`config.mk`:
```
export PLATFORM = sky130hd
export DESIGN_NAME = instr_fetcher
export DESIGN_NICKNAME = d
export VERILOG_FILES = /design/src/rtl/instr_fetcher_pkg.sv /design/src/rtl/instr_fetcher_icache.sv /design/src/rtl/instr_fetcher.sv
export SDC_FILE = /design/constraint.sdc
export NUM_CORES = 1
export LEC_CHECK = 0
export CAP_MARGIN = 40
export CELL_PAD_IN_SITES_DETAIL_PLACEMENT = 0
export CELL_PAD_IN_SITES_GLOBAL_PLACEMENT = 1
export CORE_UTILIZATION = 57
export DETAILED_ROUTE_END_ITERATION = 16
export HOLD_SLACK_MARGIN = 0.06
export PLACE_DENSITY = 0.95
export SKIP_CTS_REPAIR_TIMING = 1
export SLEW_MARGIN = 20
export SYNTH_ARGS = -nofsm -noshare
export SYNTH_HDL_FRONTEND = slang
export SYNTH_SLANG_ARGS = --single-unit
```
`constraint.sdc`:
```
create_clock -name clk -period 13 [get_ports clk]
set_clock_uncertainty 0.05 [all_clocks]
set_input_delay 3.9 -clock clk [delete_from_list [all_inputs] [get_ports clk]]
set_output_delay 3.9 -clock clk [all_outputs]
set_load 0.05 [all_outputs]
```
`src/rtl/instr_fetcher_pkg.sv`:
```
// Shared types and defaults for the instruction fetch unit.
// Holds the FSM state encoding and the default reset PC.
package instr_fetcher_pkg;

  typedef enum logic [1:0] {
    FETCH    = 2'd0,
    WAIT_MEM = 2'd1,
    PRESENT  = 2'd2,
    DISCARD  = 2'd3
  } fetch_state_e;

  localparam logic [31:0] DEFAULT_RESET_PC = 32'h0000_0000;

endpackage

```
`src/rtl/instr_fetcher_icache.sv`:
```
// Direct-mapped instruction cache, one 32-bit word per line.
// Combinational lookup, synchronous fill, valid bits cleared on rst.
module instr_fetcher_icache #(
  parameter int IW = 4,
  parameter int TW = 30 - IW
) (
  input  logic          clk,
  input  logic          rst,
  input  logic [IW-1:0] rd_index,
  input  logic [TW-1:0] rd_tag,
  output logic          hit,
  output logic [31:0]   rd_data,
  input  logic          we,
  input  logic [IW-1:0] wr_index,
  input  logic [TW-1:0] wr_tag,
  input  logic [31:0]   wr_data
);

  localparam int LINES = 1 << IW;

  logic [LINES-1:0] valid_q;
  logic [TW-1:0]    tag_q  [LINES];
  logic [31:0]      data_q [LINES];

  // Lookup: a line hits when it is valid and its tag matches.
  always_comb begin
    hit     = valid_q[rd_index] && (tag_q[rd_index] == rd_tag);
    rd_data = data_q[rd_index];
  end

  // Valid bits reset; a fill overwrites the whole line.
  always_ff @(posedge clk) begin
    if (rst) begin
      valid_q <= '0;
    end else if (we) begin
      valid_q[wr_index] <= 1'b1;
    end
  end

  // Tag and data storage need no reset; valid gates their use.
  always_ff @(posedge clk) begin
    if (!rst && we) begin
      tag_q[wr_index]  <= wr_tag;
      data_q[wr_index] <= wr_data;
    end
  end

endmodule

```
`src/rtl/instr_fetcher.sv`:
```
// Instruction fetch unit: PC register, icache lookup, miss handling,
// and a one-instruction presentation register for the decoder.
module instr_fetcher
  import instr_fetcher_pkg::*;
#(
  parameter int          ICACHE_INDEX_WIDTH = 4,
  parameter logic [31:0] RESET_PC = DEFAULT_RESET_PC
) (
  input  logic        clk,
  input  logic        rst,
  input  logic        rdy,
  input  logic        rob_clear,
  input  logic [31:0] rob_new_pc,
  output logic        instr_ready,
  output logic [31:0] instr_out,
  output logic [31:0] instr_addr_out,
  input  logic        instr_issued,
  input  logic [31:0] predict_pc,
  output logic        mem_req,
  output logic [31:0] mem_addr,
  input  logic        mem_data_valid,
  input  logic [31:0] mem_data
);

  localparam int IW = ICACHE_INDEX_WIDTH;
  localparam int TW = 30 - IW;

  fetch_state_e state_q, state_d;
  logic [31:0]  pc_q, pc_d;
  logic         ready_q, ready_d;
  logic [31:0]  out_q, out_d;
  logic [31:0]  oaddr_q, oaddr_d;
  logic         req_q, req_d;
  logic [31:0]  maddr_q, maddr_d;
  logic         fill;
  logic         hit;
  logic [31:0]  hit_data;

  instr_fetcher_icache #(
    .IW (IW),
    .TW (TW)
  ) u_icache (
    .clk      (clk),
    .rst      (rst),
    .rd_index (pc_q[IW+1:2]),
    .rd_tag   (pc_q[31:IW+2]),
    .hit      (hit),
    .rd_data  (hit_data),
    .we       (fill && rdy),
    .wr_index (maddr_q[IW+1:2]),
    .wr_tag   (maddr_q[31:IW+2]),
    .wr_data  (mem_data)
  );

  // Next-state, PC and output-register logic; clear beats everything.
  always_comb begin
    state_d = state_q;
    pc_d    = pc_q;
    ready_d = ready_q;
    out_d   = out_q;
    oaddr_d = oaddr_q;
    req_d   = req_q;
    maddr_d = maddr_q;
    fill    = 1'b0;
    unique case (state_q)
      FETCH: begin
        if (rob_clear) begin
          pc_d    = rob_new_pc;
          ready_d = 1'b0;
        end else if (hit) begin
          out_d   = hit_data;
          oaddr_d = pc_q;
          ready_d = 1'b1;
          state_d = PRESENT;
        end else begin
          req_d   = 1'b1;
          maddr_d = pc_q;
          state_d = WAIT_MEM;
        end
      end
      WAIT_MEM: begin
        fill = mem_data_valid;
        if (rob_clear) begin
          pc_d    = rob_new_pc;
          ready_d = 1'b0;
          if (mem_data_valid) begin
            req_d   = 1'b0;
            state_d = FETCH;
          end else begin
            state_d = DISCARD;
          end
        end else if (mem_data_valid) begin
          out_d   = mem_data;
          oaddr_d = pc_q;
          ready_d = 1'b1;
          req_d   = 1'b0;
          state_d = PRESENT;
        end
      end
      PRESENT: begin
        if (rob_clear) begin
          pc_d    = rob_new_pc;
          ready_d = 1'b0;
          state_d = FETCH;
        end else if (instr_issued) begin
          pc_d    = predict_pc;
          ready_d = 1'b0;
          state_d = FETCH;
        end
      end
      DISCARD: begin
        fill = mem_data_valid;
        if (rob_clear) begin
          pc_d    = rob_new_pc;
          ready_d = 1'b0;
        end
        if (mem_data_valid) begin
          req_d   = 1'b0;
          state_d = FETCH;
        end
      end
    endcase
  end

  // State registers; rdy low freezes everything.
  always_ff @(posedge clk) begin
    if (rst) begin
      state_q <= FETCH;
      pc_q    <= RESET_PC;
      ready_q <= 1'b0;
      out_q   <= '0;
      oaddr_q <= '0;
      req_q   <= 1'b0;
      maddr_q <= '0;
    end else if (rdy) begin
      state_q <= state_d;
      pc_q    <= pc_d;
      ready_q <= ready_d;
      out_q   <= out_d;
      oaddr_q <= oaddr_d;
      req_q   <= req_d;
      maddr_q <= maddr_d;
    end
  end

  assign instr_ready    = ready_q;
  assign instr_out      = out_q;
  assign instr_addr_out = oaddr_q;
  assign mem_req        = req_q;
  assign mem_addr       = maddr_q;

endmodule
```
==> impl_metrics.env <==
export IMPL_status="complete, no violations"
export IMPL_io_pin_count=200
export IMPL_fmax_mhz=139.4
export IMPL_initial_core_utilization=0.5749
export IMPL_seq_area_frac_synth=0.7234
export IMPL_wl_per_cell_um=32.09
export IMPL_yosysWarningCount=0
export IMPL_die_h_um=275.8
export IMPL_worstHoldPathCells=2
export IMPL_vdd_drop_max_v=0.0001264
export IMPL_report_final_setup_viol=0
export IMPL_clk_latency_ns=0.69
export IMPL_crit_path_cell_trace="clkdlybuf4s50_1 > nand2_1 > nor3b_1 > nor2b_1 > nand2b_1 > nor2_4 > buf_16 > buf_4"
export IMPL_row_count=100
export IMPL_worstReg2RegEnd="instr_out[11]"
export IMPL_synth_edff_count=928
export IMPL_port_buffers=199
export IMPL_numClockSinks=1080
export IMPL_worst_path_dominant_cell_family="simple AND/OR/NAND/NOR gates"
export IMPL_min_period_over_period=0.5517
export IMPL_maxCapViolCount=0
export IMPL_dp_slack_ns=5.104
export IMPL_synth_register_bits=1080
export IMPL_tightestPinTransition_ns=0.8931
export IMPL_max_clock_path_buffers=3
export IMPL_endpoint_kind="register"
export IMPL_clockRootBuffer="clkbuf_16"
export IMPL_num_vias=23350
export IMPL_grt_start_max_net_pins=89
export IMPL_crit_cells=8
export IMPL_design_die_area_mm2=0.07606
export IMPL_core_area_mm2=0.07432
export IMPL_count_of_buffer_and_inverter_cells_on_the_critical_path=3
export IMPL_floorplan_die_width_um=275.8
export IMPL_worstPathArrival_ns=7.40
export IMPL_grt_pass1_vias=23830
export IMPL_postSynth_asyncResetShare=0
export IMPL_yosys_cell_types_count=61
export IMPL_reg2reg_slack_ns=6.74
export IMPL_fillCellCount=4558
export IMPL_worstSetupStartpointType="input port"
export IMPL_globalRouteOverflowTotal=0
export IMPL_finish_cell_count_without_fillers=3480
export IMPL_hold_slack_ns=0.4083
export IMPL_drt_first_iter_violations=2772
export IMPL_dp_hpwl_mm=60.37
export IMPL_first_pass_grt_wire_length_mm=160.1
export IMPL_pwr_density_cell_mw_per_mm2=146.8
export IMPL_syn_nets=2300
export IMPL_clk_transition_reported_paths_ns=0.06
export IMPL_drt_pre_antenna_iters=7
export IMPL_nets=2523
export IMPL_synthesis_area_per_instance_um2=19.44
export IMPL_finalWeightedCongestion=0.8240
export IMPL_total_leakage_power_nw=14.97
export IMPL_primary_ff_master_synth="edfxtp_1"
export IMPL_timing_reg2reg_worst_path_depth=13
export IMPL_finalSetupTns_ns=0
export IMPL_cts_tree="built"
export IMPL_htree_num_levels=3
export IMPL_timing_critical_path_slowest_cell_delay_ns=0.68
export IMPL_detail_route_vias_per_cell=6.709
export IMPL_cts_buffers=105
export IMPL_worst_path_class_setup="in -> reg"
export IMPL_utilization=0.6698
export IMPL_ant_nets=0
export IMPL_area_growth_pct=16.51
export IMPL_hold_path_class="reg -> reg"
export IMPL_hold_violations=0
export IMPL_finalMaxSlewViolations=0
export IMPL_share_of_post_route_cells_with_drive_strength_above_1=0.2155
export IMPL_grt_usage=0.2949
export IMPL_drt_wl_total_mm=111.7
export IMPL_number_of_antenna_violations_at_the_first_check_in_global_routing=3
export IMPL_grt_setup_unrepaired="no"
export IMPL_timing_critical_path_to="u_icache.tag_q[0][23]"
export IMPL_worst_path_required_time_ns=13.23
export IMPL_cell_count_after_placement=3274
export IMPL_finalWorstSetupSlack_ns=5.828
export IMPL_critPathLaunch="mem_data_valid"
export IMPL_postSynthCellCount=2198
export IMPL_critical_path_slowest_cell="nor2_4"
export IMPL_drc=0
export IMPL_summed_instance_area_of_the_synthesized_netlist_mm2=0.04273
export IMPL_worstPathMaxFanout=32
export IMPL_insertedDiodeCount=0
export IMPL_final_period_minus_worst_setup_slack_ns=7.172
export IMPL_slew_headroom=0.4046
-- layer usage --
| metal | global-route usage | share of wire | vias to the layer above |
|---|---|---|---|
| li1 | - | - | 9386 |
| met1 | 0.3886 | 0.37 | 12120 |
| met2 | 0.4999 | 0.51 | 1559 |
| met3 | 0.04967 | 0.089 | 276 |
| met4 | 0.1043 | 0.036 | 4 |
| met5 | 0 | 0.00021 | - |
-- per-stage QoR --
stage                     cell area, um2  total power [mW]
after detailed placement           46100             4.289
after floorplan                    42730             4.136
final                              49780             7.306
after global routing               49780             7.472
after CTS                          49580             7.318
after global placement             45540             4.262
-- registers in the layout, indices dropped and copies added, names as in the netlist, 2 cells and up, named ones only --
register / flops
instr_addr_out: 32
u_icache.valid_q: 16
state_q: 2
pc_q: 32
mem_addr: 32
instr_out: 32
u_icache.tag_q: 416
u_icache.data_q: 512
-- cell families (layout without fill, tap and decap cells) --
kind of cell,count (synthesis),count (layout),share of synthesized area
and+or+nand+nor,250,250,0.03142
muxes,415,415,0.1757
xor gates and xnor gates,44,44,0.009195
buffers and inverters,174,487,0.02108
DFF,1080,1080,0.7234
AOI/OAI and AO/OA,235,235,0.03918
-- power by group --
part	switching [mW]	leakage, nW	internal (mW)
registers	0.0429	8.98	3.76
clock network	1.34	1.72	1.73
logic	0.233	4.28	0.193
total	1.62	15.0	5.68
-- worst reg2reg max path: stages, from the launching register on --
cell      delay [ns]
dfxtp_4         0.67
buf_4           0.76
buf_4           0.67
buf_16          0.34
mux4_2          0.59
mux2i_1         0.19
mux2i_1         0.23
xor2_1          0.22
nor4_1          0.42
nand4_1         0.28
o41a_2          0.72
nor2_4          0.16
buf_4           0.53
a211oi_2        0.32
-- Yosys cell counts (5+ instances only) --
master	number	area, um2
buf_1	14	52.55
a211oi_1	37	277.8
a211oi_2	28	350.3
a22o_1	5	43.79
xnor2_1	27	236.5
edfxtp_1	928	27870
buf_6	18	202.7
mux2_2	9	101.4
and3_1	7	43.79
nand3_1	38	190.2
clkbuf_1	70	262.8
mux4_2	232	5225
o21ai_0	43	215.2
mux4_1	27	709.4
nand2_1	22	82.58
nand4_1	11	68.82
nand2b_1	72	450.4
inv_1	25	93.84
o22ai_1	22	137.6
a21oi_1	71	355.3
nor2_1	61	229.0
nor2b_1	7	43.79
xor2_1	16	140.1
dfxtp_1	152	3043
mux2i_1	147	1471
nor4b_1	5	43.79
buf_2	38	190.2
-- placed cells by master, fill, tap and decap left out, types with 9 or more instances in the layout --
cell and n:
nand3_1 38, nor2_1 45, edfxtp_1 928, clkbuf_1 15, buf_4 34, xor2_1 16, nand2b_1 71, clkbuf_16 107
nand2_1 22, a211oi_2 28, mux4_2 232, mux4_1 27, a21oi_1 71, clkinv_2 29, nand4_1 11, o22ai_1 22
mux2i_1 147, clkdlybuf4s50_1 198, bufinv_16 9, clkinv_1 19, xnor2_1 27, a211oi_1 37, dfxtp_1 148, inv_1 24
mux2_2 9, buf_16 22, nor2_4 17, o21ai_0 43
-- how the worst min path moves through the flow --
| stage | start | end | slack (ns) |
|---|---|---|---|
| after global placement | mem_req | mem_req | 0.39 |
| after CTS | mem_req | mem_req | 0.40 |
| after global routing | mem_req | mem_req | 0.41 |
| after detailed placement | mem_req | mem_req | 0.39 |
| after floorplan | u_icache.valid_q[11] | u_icache.valid_q[11] | 0.40 |
| final | mem_req | mem_req | 0.41 |
-- cell type report --
cell class / count / area (um2) / area share
Multi-Input combinational cell: 944 / 11060 / 0.2221
Clock inverter: 69 / 654.4 / 0.01314
Tap cell: 969 / 1212 / 0.02435
Timing Repair Buffer: 264 / 3024 / 0.06075
Inverter: 26 / 97.59 / 0.001960
Clock buffer: 128 / 2816 / 0.05657
Sequential cell: 1080 / 30920 / 0.6211
No activity file was read; power rests on OpenSTA's default activity.
